==> src/rtl/ws2812_tx.sv <==
// ---------------------------------------------------------------------------
// ws2812_tx
//
// Serial line driver for a WS2812 / NeoPixel chain running from the 25 MHz
// board oscillator. 24-bit GRB pixel words arrive over a valid/ready stream
// and are shifted out MSB first as pulse-width-coded NRZ bits on one pin.
// A '0' bit is high for T0H cycles and a '1' bit is high for T1H cycles.
// Every bit period is TBIT cycles long. After a word flagged as last, the
// line is held low for TLATCH cycles so the LEDs latch the frame.
//
// Ports
//   osc25m     in   system clock, 25 MHz
//   rst        in   synchronous active-high reset; forces a full latch interval
//   pix_data   in   pixel word {G, R, B}; bit DATA_W-1 is sent first
//   pix_valid  in   pix_data / pix_last valid
//   pix_last   in   this pixel ends the frame
//   pix_ready  out  a word is accepted on an edge where pix_valid is also high
//   dout       out  registered serial line to the first LED
//   busy       out  high whenever the driver is not idle
//   underrun   out  one-cycle pulse: a non-last pixel ended with no successor
// ---------------------------------------------------------------------------
module ws2812_tx #(
   parameter int DATA_W = 24,
   parameter int T0H    = 9,
   parameter int T1H    = 18,
   parameter int TBIT   = 31,
   parameter int TLATCH = 2000
) (
   input  logic              osc25m,
   input  logic              rst,
   input  logic [DATA_W-1:0] pix_data,
   input  logic              pix_valid,
   input  logic              pix_last,
   output logic              pix_ready,
   output logic              dout,
   output logic              busy,
   output logic              underrun
);

   localparam int BCNT_W = $clog2(TBIT);
   localparam int LCNT_W = $clog2(TLATCH);
   localparam int IDX_W  = 5;

   localparam logic [BCNT_W-1:0] BIT_LAST   = BCNT_W'(TBIT - 1);
   localparam logic [LCNT_W-1:0] LATCH_LAST = LCNT_W'(TLATCH - 1);
   localparam logic [IDX_W-1:0]  IDX_FIRST  = IDX_W'(DATA_W - 1);

   typedef enum logic [1:0] {
      IDLE  = 2'd0,
      SEND  = 2'd1,
      LATCH = 2'd2
   } state_t;

   state_t              state_q, state_d;
   logic [DATA_W-1:0]   shreg_q, shreg_d;
   logic                last_q, last_d;
   logic [IDX_W-1:0]    bit_idx_q, bit_idx_d;
   logic [BCNT_W-1:0]   bit_cnt_q, bit_cnt_d;
   logic [LCNT_W-1:0]   latch_cnt_q, latch_cnt_d;
   logic                ready_int;
   logic                line_p0;
   logic                und_d;
   logic                bit_end;
   logic                word_end;

   // High time of the bit currently on the line.
   function automatic logic [BCNT_W-1:0] high_time(input logic b);
      return b ? BCNT_W'(T1H) : BCNT_W'(T0H);
   endfunction

   assign bit_end  = (bit_cnt_q == BIT_LAST);
   assign word_end = bit_end && (bit_idx_q == '0);

   // A word offered while reset is asserted is never consumed, so the
   // handshake is masked for the reset cycle.
   assign pix_ready = ready_int & ~rst;
   assign busy      = (state_q != IDLE);

   // ---- stage p0: next-state, counters and line level ----
   always_comb begin
      state_d     = state_q;
      shreg_d     = shreg_q;
      last_d      = last_q;
      bit_idx_d   = bit_idx_q;
      bit_cnt_d   = bit_cnt_q;
      latch_cnt_d = latch_cnt_q;
      ready_int   = 1'b0;
      line_p0     = 1'b0;
      und_d       = 1'b0;

      case (state_q)
         IDLE: begin
            ready_int = 1'b1;
            if (pix_valid) begin
               state_d   = SEND;
               shreg_d   = pix_data;
               last_d    = pix_last;
               bit_idx_d = IDX_FIRST;
               bit_cnt_d = '0;
            end
         end

         SEND: begin
            // The bit being sent is always the MSB of the shift register.
            line_p0 = (bit_cnt_q < high_time(shreg_q[DATA_W-1]));
            if (!bit_end) begin
               bit_cnt_d = bit_cnt_q + BCNT_W'(1);
            end else if (!word_end) begin
               bit_cnt_d = '0;
               bit_idx_d = bit_idx_q - IDX_W'(1);
               shreg_d   = {shreg_q[DATA_W-2:0], 1'b0};
            end else if (last_q) begin
               state_d     = LATCH;
               bit_cnt_d   = '0;
               latch_cnt_d = '0;
            end else begin
               // Single-cycle window in which a following pixel can chain
               // on with no gap between its first bit and our last bit.
               ready_int = 1'b1;
               bit_cnt_d = '0;
               if (pix_valid) begin
                  shreg_d   = pix_data;
                  last_d    = pix_last;
                  bit_idx_d = IDX_FIRST;
               end else begin
                  state_d = IDLE;
                  und_d   = 1'b1;
               end
            end
         end

         LATCH: begin
            if (latch_cnt_q == LATCH_LAST) begin
               state_d     = IDLE;
               latch_cnt_d = '0;
            end else begin
               latch_cnt_d = latch_cnt_q + LCNT_W'(1);
            end
         end

         default: begin
            // Unreachable encoding: recover through a full latch interval.
            state_d     = LATCH;
            latch_cnt_d = '0;
            bit_cnt_d   = '0;
         end
      endcase
   end

   // ---- stage p1: control registers and registered line ----
   always_ff @(posedge osc25m) begin
      if (rst) begin
         state_q     <= LATCH;
         last_q      <= 1'b0;
         bit_idx_q   <= '0;
         bit_cnt_q   <= '0;
         latch_cnt_q <= '0;
         dout        <= 1'b0;
         underrun    <= 1'b0;
      end else begin
         state_q     <= state_d;
         last_q      <= last_d;
         bit_idx_q   <= bit_idx_d;
         bit_cnt_q   <= bit_cnt_d;
         latch_cnt_q <= latch_cnt_d;
         dout        <= line_p0;
         underrun    <= und_d;
      end
   end

   // Pixel data is only meaningful in SEND and is always reloaded on the
   // accepting handshake, so it carries no reset.
   always_ff @(posedge osc25m) begin
      shreg_q <= shreg_d;
   end

endmodule

==> config.mk <==
export PLATFORM = sky130hd
export DESIGN_NAME = ws2812_tx
export DESIGN_NICKNAME = d
export VERILOG_FILES = /design/src/rtl/ws2812_tx.sv
export SDC_FILE = /design/constraint.sdc
export NUM_CORES = 1
export LEC_CHECK = 0
export ABC_AREA = 1
export CORE_ASPECT_RATIO = 1.2
export CORE_UTILIZATION = 55
export CTS_BUF_LIST = sky130_fd_sc_hd__clkbuf_8
export DETAILED_ROUTE_END_ITERATION = 12
export PLACE_DENSITY = 0.8
export SLEW_MARGIN = 20
export SYNTH_ARGS = -nofsm -noshare
export SYNTH_HDL_FRONTEND = slang
export SYNTH_SLANG_ARGS = --single-unit
==> constraint.sdc <==
create_clock -name osc25m -period 2.4 [get_ports osc25m]
set_input_delay 0.72 -clock osc25m [delete_from_list [all_inputs] [get_ports osc25m]]
set_output_delay 0.72 -clock osc25m [all_outputs]
set_load 0.02 [all_outputs]
==> impl_metrics.tcl, run 1 <==
set metrics [dict create \
    path_class "reg2out" \
    cts-root-buf "clkbuf_8" \
    drt_iter0_markers 142 \
    reg2reg_from "bit_cnt_q[0]" \
    ys_ff_latch 50 \
    fin_ws_ns 0.132 \
    cts_sinks 50 \
    slew_headroom_pct 72.1 \
    post_cts_buffers 0 \
    setup_viol 0 \
    fin_util_pct 69.3 \
    cts_buffers 5 \
    slowest_stage "dfxtp_1" \
    status "finished, final reports clean" \
    cp-startpoint "bit_cnt_q[0]" \
    drt_pass1_iterations 4 \
    seq_area_frac_synth_pct 44.3 \
    worstPathMaxFanout 2 \
    io_pins 32 \
    syn_inst 380 \
    drc 0 \
    skew_ns 0.00531 \
    dp_cells 478 \
    grt_start_max_net_pins 50 \
    fin_setup_tns_ns 0 \
    min_path_cells 2 \
    gp_congestion 0.872 \
    hpwl_um 4140 \
    reg2reg_setup_slack_ns 0.50 \
    end_kind "output pin" \
    antenna_left 0 \
    hold_class "reg2reg" \
    fin_total_pwr_mw 1.71 \
    dieArea_um2 5390 \
    avgSynthCellArea_um2 7.38 \
    fin_crit_ns 2.27 \
    rsz0062_at_grt "no" \
    die_h_um 80.2 \
    cp-start-kind "flop" \
    slowest_delay_ns 0.32 \
    syn_area_um2 2800 \
    final_area_um2 3400 \
    vdd_drop_max_mv 0.292 \
    yosysWarnings 0 \
    finalCritPeriodShare_pct 94.5 \
    tightest_slew_ns 0.419 \
    drive_gt1_share_pct 9.86 \
    vias 2537 \
    cts_tree "done" \
    start_util_pct 57.1 \
    arrival_ns 1.55 \
    hold_viol_final 0 \
    pre_cts_ws_ns -0.341 \
    finalWirelength_um 5730 \
    grt_overflow 0 \
    p_leak_nw 1.48 \
    fmax_mhz 441 \
    nNetsFinal 460 \
    mostFrequentLayoutCells "103 x nand2_1, 53 x inv_1, 46 x o21ai_0, 29 x clkdlybuf4s50_1, 26 x dfxtp_1" \
    h-tree-depth 2 \
    final_common_cell "nand2_1" \
    grt_pass1_vias 2301 \
    power_per_cell_area_nw_per_um2 503 \
    reg2regPathDepth 10 \
    synth_fp_nets 415 \
    antenna_found_initial 0 \
    final_max_slew_viol_count 0 \
    clock_latency_ns 0.30 \
    post_dp_cell_area_um2 3280 \
    die_w_um 67.2 \
    diodes 0 \
    synth.distinct_cells 32 \
    critPathRequiredTime_ns 1.68 \
    clkTransAtPathRegs_ns 0.09 \
    wl_per_cell_um 11.8 \
    instances_no_fill 486 \
    cts_buffer_depth 2 \
    row_count 28 \
    hold-worst-slack_ns 0.483 \
    cap_violations 0 \
    drt-vias-per-instance 5.22 \
    hp-start "latch_cnt_q[7]" \
    port_buffers 31 \
    grt_pass1_wl_um 9540 \
    areaGrowthSynthToFinish_pct 21.3 \
    cp_cell_sequence "inv_1 -> ha_1 -> nand2_1 -> nor2_4 -> nand4_1 -> a211oi_2 -> buf_4" \
    grt.total_usage_pct 23.0 \
    cts_hold_buf 0 \
    core_area_um2 4900 \
]
==> worst max-delay path: cells and delay by family, from the launching register on <==
kind	cells	cell delay, ns
and+or+nand+nor	3	0.32
adders and majority gates	1	0.16
buffers and inverters	2	0.26
AOI/OAI and AO/OA	1	0.20
DFF	1	0.32
==> cells in the mapped netlist <==
library cell | instances | share of area (%)
a211oi_1 | 2 | 0.54
a21boi_0 | 1 | 0.27
a21o_1 | 1 | 0.27
a21oi_1 | 21 | 3.7
a31oi_1 | 2 | 0.45
and3_1 | 1 | 0.22
buf_2 | 6 | 1.1
buf_6 | 2 | 0.80
clkbuf_1 | 6 | 0.80
clkinv_1 | 1 | 0.13
dfxtp_1 | 26 | 19
edfxtp_1 | 24 | 26
ha_1 | 7 | 3.1
inv_1 | 52 | 7.0
inv_2 | 3 | 0.40
mux2i_1 | 1 | 0.36
nand2_1 | 103 | 14
nand2_2 | 2 | 0.45
nand2_4 | 1 | 0.40
nand3_1 | 19 | 3.4
nand3_4 | 1 | 0.63
nand4_1 | 12 | 2.7
nor2_1 | 22 | 2.9
nor2_2 | 2 | 0.45
nor2_4 | 1 | 0.40
nor3_1 | 3 | 0.54
nor3b_1 | 1 | 0.27
o211ai_1 | 1 | 0.27
o21ai_0 | 46 | 8.2
o21ai_1 | 6 | 1.1
or2_2 | 2 | 0.45
xnor2_1 | 2 | 0.63
==> power by group <==
| group | switching, mW | internal, mW | leakage, nW |
|---|---|---|---|
| Clock | 0.273 | 0.307 | 0.0556 |
| Sequential | 0.0120 | 0.917 | 0.428 |
| Combinational | 0.101 | 0.0997 | 0.994 |
==> worst paths after layout <==
path                          to
hold reg to reg   latch_cnt_q[7]
setup reg to reg      shreg_q[8]
setup / recovery       pix_ready
hold / removal    latch_cnt_q[7]
==> sequential cells by signal (all words and copies together) (netlist names) <==
register and flops:
underrun 1, last_q 1, shreg_q 24, dout 1
bit_cnt_q 5, state_q 2, bit_idx_q 5, latch_cnt_q 11
==> what timing repair did <==
item	CTS	global route
gates cloned	0	0
resized for setup	5	3
endpoints found under the hold margin	0	0
endpoints found under the setup margin	1	2
pin swaps	0	0
==> area by class of cell <==
class	count	area (um2)
inverter	56	210
sequential	50	1240
clock inverter	3	41.3
multi-input combinational	260	1280
clock buffer	5	68.8
tap	60	75.1
timing repair buffer	52	480
fill	394	1510
==> cell families after synthesis <==
| kind of cell | share of synthesized area [%] |
|---|---|
| AND/OR/NAND/NOR | 26.6 |
| AO/OA/AOI/OAI | 14.8 |
| buffers and inverters | 10.2 |
| flip-flops | 44.3 |
| adder cells (fa/ha/maj) | 3.12 |
| XOR/XNOR | 0.625 |
| multiplexers | 0.357 |
==> routing by layer <==
metal / vias up / GRT usage [%] / share of wire [%]
met1: 1160 / 26.4 / 47
li1: 1328 / - / -
met5: - / 0 / 0
met4: 0 / 8.09 / 1.2
met3: 5 / 5.11 / 3.8
met2: 44 / 41.0 / 48
Note: power is estimated with default switching activity, not from simulation.
==> run 2, diff against run 1 <==
- CORE_UTILIZATION: 55 -> 52
- SETUP_SLACK_MARGIN: not set -> 0.4
- clock period: 2.4 -> 1.91 ns (I/O delays scaled with it)
==> run 2 against run 1 <==
Compared with the run above: the run now ends with setup timing left; hold slack gained 0.012 ns; power rose by 33%; critical path depth stayed put; non-clock buffer count rose by 48; first-iteration DRC count is 120% higher; cell count up 9.9%; count of clock-buffer cells in the layout unchanged; sequential cell count is the same; largest power group unchanged; highest routed layer unchanged.
==> impl_metrics.tcl, run 2 (synthesized netlist as in run 1, its figures left out) <==
set metrics [dict create \
    status "complete, but fails checks" \
    failed_checks "setup timing" \
    pwr-share-seq_pct 51.8 \
    setup_viol 50 \
    finalWirelength_um 11400 \
    path_class "reg2out" \
    fin_util_pct 89.3 \
    vdd_drop_max_mv 0.531 \
    grt_start_max_net_pins 26 \
    cts_sinks 50 \
    die_w_um 69.0 \
    tightest_slew_ns 0.544 \
    cts_tree "done" \
    power_per_cell_area_nw_per_um2 504 \
    cts_buffer_depth 2 \
    hpwl_um 4470 \
    finalCritPeriodShare_pct 117 \
    drc 0 \
    slowest_stage "dfxtp_2" \
    antenna_found_initial 0 \
    hold_class "reg2reg" \
    p_sw_mw 0.652 \
    gp_congestion 0.899 \
    port_buffers 31 \
    wl_per_cell_um 21.3 \
    cp_cell_sequence "inv_2 -> ha_4 -> nand2_4 -> nor2_4 -> nand4_1 -> a211oi_4 -> buf_6" \
    cts_buffers 5 \
    fmax_mhz 449 \
    slew_headroom_pct 63.4 \
    critPathRequiredTime_ns 1.34 \
    areaGrowthSynthToFinish_pct 60.7 \
    mostFrequentLayoutCells "65 x nand2_1, 45 x inv_1, 32 x buf_4, 28 x o21ai_0, 25 x clkdlybuf4s50_1" \
    netSwitchingFraction_pct 28.7 \
    arrival_ns 1.66 \
    grt_pass1_vias 3053 \
    clkTransAtPathRegs_ns 0.10 \
    antenna_left 0 \
    nNetsFinal 508 \
    regMostFlops "shreg_q" \
    top_regs "shreg_q x24, latch_cnt_q x11" \
    drt_iter0_markers 316 \
    fin_total_pwr_mw 2.27 \
    die_h_um 82.4 \
    start_util_pct 55.6 \
    final_max_slew_viol_count 0 \
    clkPwrFrac_pct 29.0 \
    largest_register_ffs 24 \
    grt_overflow 0 \
    hold_viol_final 0 \
    h-tree-depth 2 \
    core_area_um2 5040 \
    drt-vias-per-instance 6.15 \
    drt_pass1_iterations 7 \
    io_pins 32 \
    worstPathMaxFanout 2 \
    end_kind "output pin" \
    diodes 0 \
    cts-root-buf "clkbuf_8" \
    slowest_delay_ns 0.34 \
    fin_ws_ns -0.318 \
    vias 3285 \
    skew_ns 0.0190 \
    final_common_cell "nand2_1" \
    cts_hold_buf 0 \
    cap_violations 0 \
    crit_family "simple AND/OR/NAND/NOR gates" \
    drive_gt1_share_pct 39.9 \
    power_frac_comb_pct 19.3 \
    dieArea_um2 5690 \
    rsz0062_at_grt "yes" \
    clock_latency_ns 0.33 \
    cp-start-kind "flop" \
    p_leak_nw 1.99 \
    cp_num_buf_inv 2 \
    grt.total_usage_pct 32.1 \
    fin_crit_ns 2.23 \
    grt_pass1_wl_um 14000 \
    row_count 28 \
    intPower_mw 1.62 \
]
==> run 2: power groups by stage <==
| stage | Clock (mW) | Combinational (mW) | Sequential, mW |
|---|---|---|---|
| 2_1_floorplan | 0 | 0.144 | 1.19 |
| 6_report | 0.657 | 0.437 | 1.17 |
| 3_5_place_dp | 0 | 0.270 | 1.19 |
| 4_1_cts | 0.631 | 0.332 | 1.17 |
| 3_3_place_gp | 0 | 0.261 | 1.19 |
| 5_1_grt | 0.688 | 0.458 | 1.18 |
==> run 2: metal layers <==
| layer | track usage (%) | routed length, um |
|---|---|---|
| met1 | 33.1 | 3850 |
| met2 | 61.9 | 5600 |
| met3 | 5.46 | 1010 |
| met4 | 19.0 | 903 |
| met5 | 0 | 0 |
==> run 2: cell type report <==
type | count | area (um2)
Multi-Input combinational cell | 260 | 1700
Sequential cell | 50 | 1250
Timing Repair Buffer | 100 | 1170
Fill cell | 190 | 542
Inverter | 56 | 214
Tap cell | 60 | 75.1
Clock buffer | 5 | 68.8
Clock inverter | 3 | 21.3
==> run 2: path summary, 6_finish.rpt <==
path | to | from | slack [ns] | cells past startpoint
setup / recovery | pix_ready | bit_idx_q[0] | -0.32 | 7
setup reg to reg | bit_idx_q[4] | bit_idx_q[0] | -0.17 | 15
hold / removal | latch_cnt_q[10] | latch_cnt_q[10] | 0.49 | 2
hold reg to reg | latch_cnt_q[10] | latch_cnt_q[10] | 0.49 | 2
==> run 2: worst min-delay path: cells and delay by family, from the launching register on <==
family | cells | cell delay, ns
AND/OR/NAND/NOR | 1 | 0.06
flip-flops | 1 | 0.34
AO/OA/AOI/OAI | 1 | 0.05
==> run 2: what timing repair did <==
action | 4_1_cts | 5_1_grt
buffers inserted | 19 | 7
gates resized for setup | 101 | 79
cloned | 10 | 1
hold endpoints to repair | 0 | 0
endpoints found under the setup margin | 74 | 74
pin swaps | 11 | 9
==> run 2: metrics by stage <==
step	setup WS (ns)	instances	TNS [ns]	cell area, um2	hold WS, ns
finish	-0.318	534	-4.86	4500	0.495
detailed placement	-0.547	489	-1.45	3440	0.478
global route	-0.371	534	-5.75	4500	0.504
CTS	-0.217	526	-0.217	4170	0.490
global placement	-0.550	489	-0.953	3440	0.466
floorplan	0.0444	380	0	2870	0.452
==> run 3, diff against run 2 <==
- CTS_CLUSTER_DIAMETER: not set -> 30
- GPL_ROUTABILITY_DRIVEN: not set -> 1
- SETUP_SLACK_MARGIN: 0.4 -> 0.2
==> run 3 against run 2 <==
Compared with the run above: the run still ends with setup timing left; clock power grew 13%; non-clock buffer count shrank 11; cell count shrank 2.1%; clock skew shrank 0.011 ns; largest cell class unchanged; sequential cell count is the same; die area is the same; critical endpoint unchanged; critical path type unchanged; first-iteration DRC count shrank 20%; power grew 0.19%; maximum frequency grew 2.5%; critical path depth is the same.
==> impl_metrics.tcl, run 3 (synthesized netlist as in run 1, its figures left out) <==
set metrics [dict create \
    port_buffers 31 \
    fin_total_pwr_mw 2.27 \
    cts_sinks 50 \
    cts_hold_buf 0 \
    worstPathMaxFanout 2 \
    power_per_cell_area_nw_per_um2 543 \
    p_sw_mw 0.565 \
    drt_iter0_markers 252 \
    critPathRequiredTime_ns 1.34 \
    setup_viol 2 \
    fin_ws_ns -0.264 \
    grt.total_usage_pct 24.2 \
    die_h_um 82.4 \
    largest_register_ffs 24 \
    diodes 0 \
    drt_pass1_iterations 5 \
    end_kind "output pin" \
    row_count 28 \
    grt_start_max_net_pins 50 \
    slowest_stage "dfxtp_2" \
    drc 0 \
    skew_ns 0.00818 \
    mostFrequentLayoutCells "83 x nand2_1, 48 x inv_1, 34 x buf_4, 28 x o21ai_0, 26 x clkdlybuf4s50_1" \
    cp-start-kind "flop" \
    cp_cell_sequence "inv_2 -> ha_4 -> nand2_4 -> nor2_4 -> nand4_1 -> a211oi_4 -> buf_6" \
    hpwl_um 4190 \
    top_regs "shreg_q x24, latch_cnt_q x11" \
    start_util_pct 55.6 \
    die_w_um 69.0 \
    clock_latency_ns 0.31 \
    antenna_found_initial 0 \
    arrival_ns 1.60 \
    tightest_slew_ns 0.393 \
    rsz0062_at_grt "yes" \
    dieArea_um2 5690 \
    cts_tree "done" \
    p_leak_nw 1.82 \
    path_class "reg2out" \
    status "complete, but fails checks" \
    cts-root-buf "clkbuf_8" \
    fillers 285 \
    slew_headroom_pct 73.5 \
    grt_pass1_vias 2595 \
    cts_buffer_depth 2 \
    grt_overflow 0 \
    hold-worst-slack_ns 0.484 \
    cap_violations 0 \
    drt-vias-per-instance 5.78 \
    clkTransAtPathRegs_ns 0.09 \
    gp_congestion 0.848 \
    cts_buffers 5 \
    nNetsFinal 497 \
    hold_viol_final 0 \
    io_pins 32 \
    grt_pass1_wl_um 11100 \
    wl_per_cell_um 17.7 \
    clkPwrFrac_pct 32.8 \
    fin_crit_ns 2.17 \
    antenna_left 0 \
    finalWirelength_um 9250 \
    core_area_um2 5040 \
    power_frac_comb_pct 15.8 \
    hold_class "reg2reg" \
    finalCritPeriodShare_pct 114 \
    areaGrowthSynthToFinish_pct 49.3 \
    final_max_slew_viol_count 0 \
    netSwitchingFraction_pct 24.9 \
    intPower_mw 1.71 \
    slowest_delay_ns 0.33 \
    failed_checks "setup timing" \
    vdd_drop_max_mv 0.418 \
    drive_gt1_share_pct 29.4 \
    fmax_mhz 460 \
    pwr-share-seq_pct 51.5 \
    h-tree-depth 2 \
    regMostFlops "shreg_q" \
    final_common_cell "nand2_1" \
    vias 3023 \
]
==> run 3: path summary, 6_finish.rpt <==
check                           cells past startpoint              end       startpoint  slack (ns)
worst max-delay path                                7        pix_ready     bit_cnt_q[0]       -0.26
worst min-delay path                                2  latch_cnt_q[10]  latch_cnt_q[10]        0.48
worst max register to register                     15         underrun     bit_cnt_q[0]       -0.24
worst min register to register                      2  latch_cnt_q[10]  latch_cnt_q[10]        0.48
==> run 3: per-stage QoR <==
stage	utilization [%]	TNS [ns]	instance area, um2	instances	worst slack (ns)
floorplan	-	0	2870	380	0.0444
global placement	68.1	-1.35	3430	486	-0.557
detailed placement	68.1	-1.17	3430	486	-0.555
CTS	71.8	-0.335	3620	504	-0.233
global route	82.9	-1.46	4180	523	-0.315
finish	82.9	-0.503	4180	523	-0.264
==> run 3: critical path: cells and delay by family, from the launching register on <==
family	cells	cell delay, ns
compound gates	1	0.26
fa+ha+maj	1	0.13
buf+inv	2	0.22
simple gates	3	0.35
flops	1	0.33
==> run 3: power groups by stage <==
stage | sequential [mW] | clock, mW | combinational, mW
after global placement | 1.19 | 0 | 0.262
final | 1.17 | 0.745 | 0.358
after floorplan | 1.19 | 0 | 0.144
after detailed placement | 1.19 | 0 | 0.268
after global routing | 1.17 | 0.786 | 0.385
after CTS | 1.17 | 0.743 | 0.275
==> run 3: cell type report <==
cell class	instances	area, um2	share of cell area [%]
multi-input cells	260	1570	37.6
flip-flops and latches	50	1250	29.8
repair buffers	89	970	23.2
inverters	56	214	5.11
well taps	60	75.1	1.79
clock buffers	5	68.8	1.64
clock inverters	3	37.5	0.897
==> run 3: routing by layer <==
metal / vias up / track usage [%] / share of wire [%]
li1: 1410 / - / -
met1: 1430 / 28.2 / 39
met2: 142 / 43.5 / 53
met3: 41 / 4.73 / 4.1
met4: 0 / 10.8 / 4.3
met5: - / 0 / 0
==> run 3: what timing repair did <==
| action | CTS | global route |
|---|---|---|
| endpoints found under the setup margin | 15 | 46 |
| buffers inserted | 10 | 10 |
| gates resized for setup | 15 | 97 |
| pin swaps | 5 | 7 |
| gates cloned | 0 | 9 |
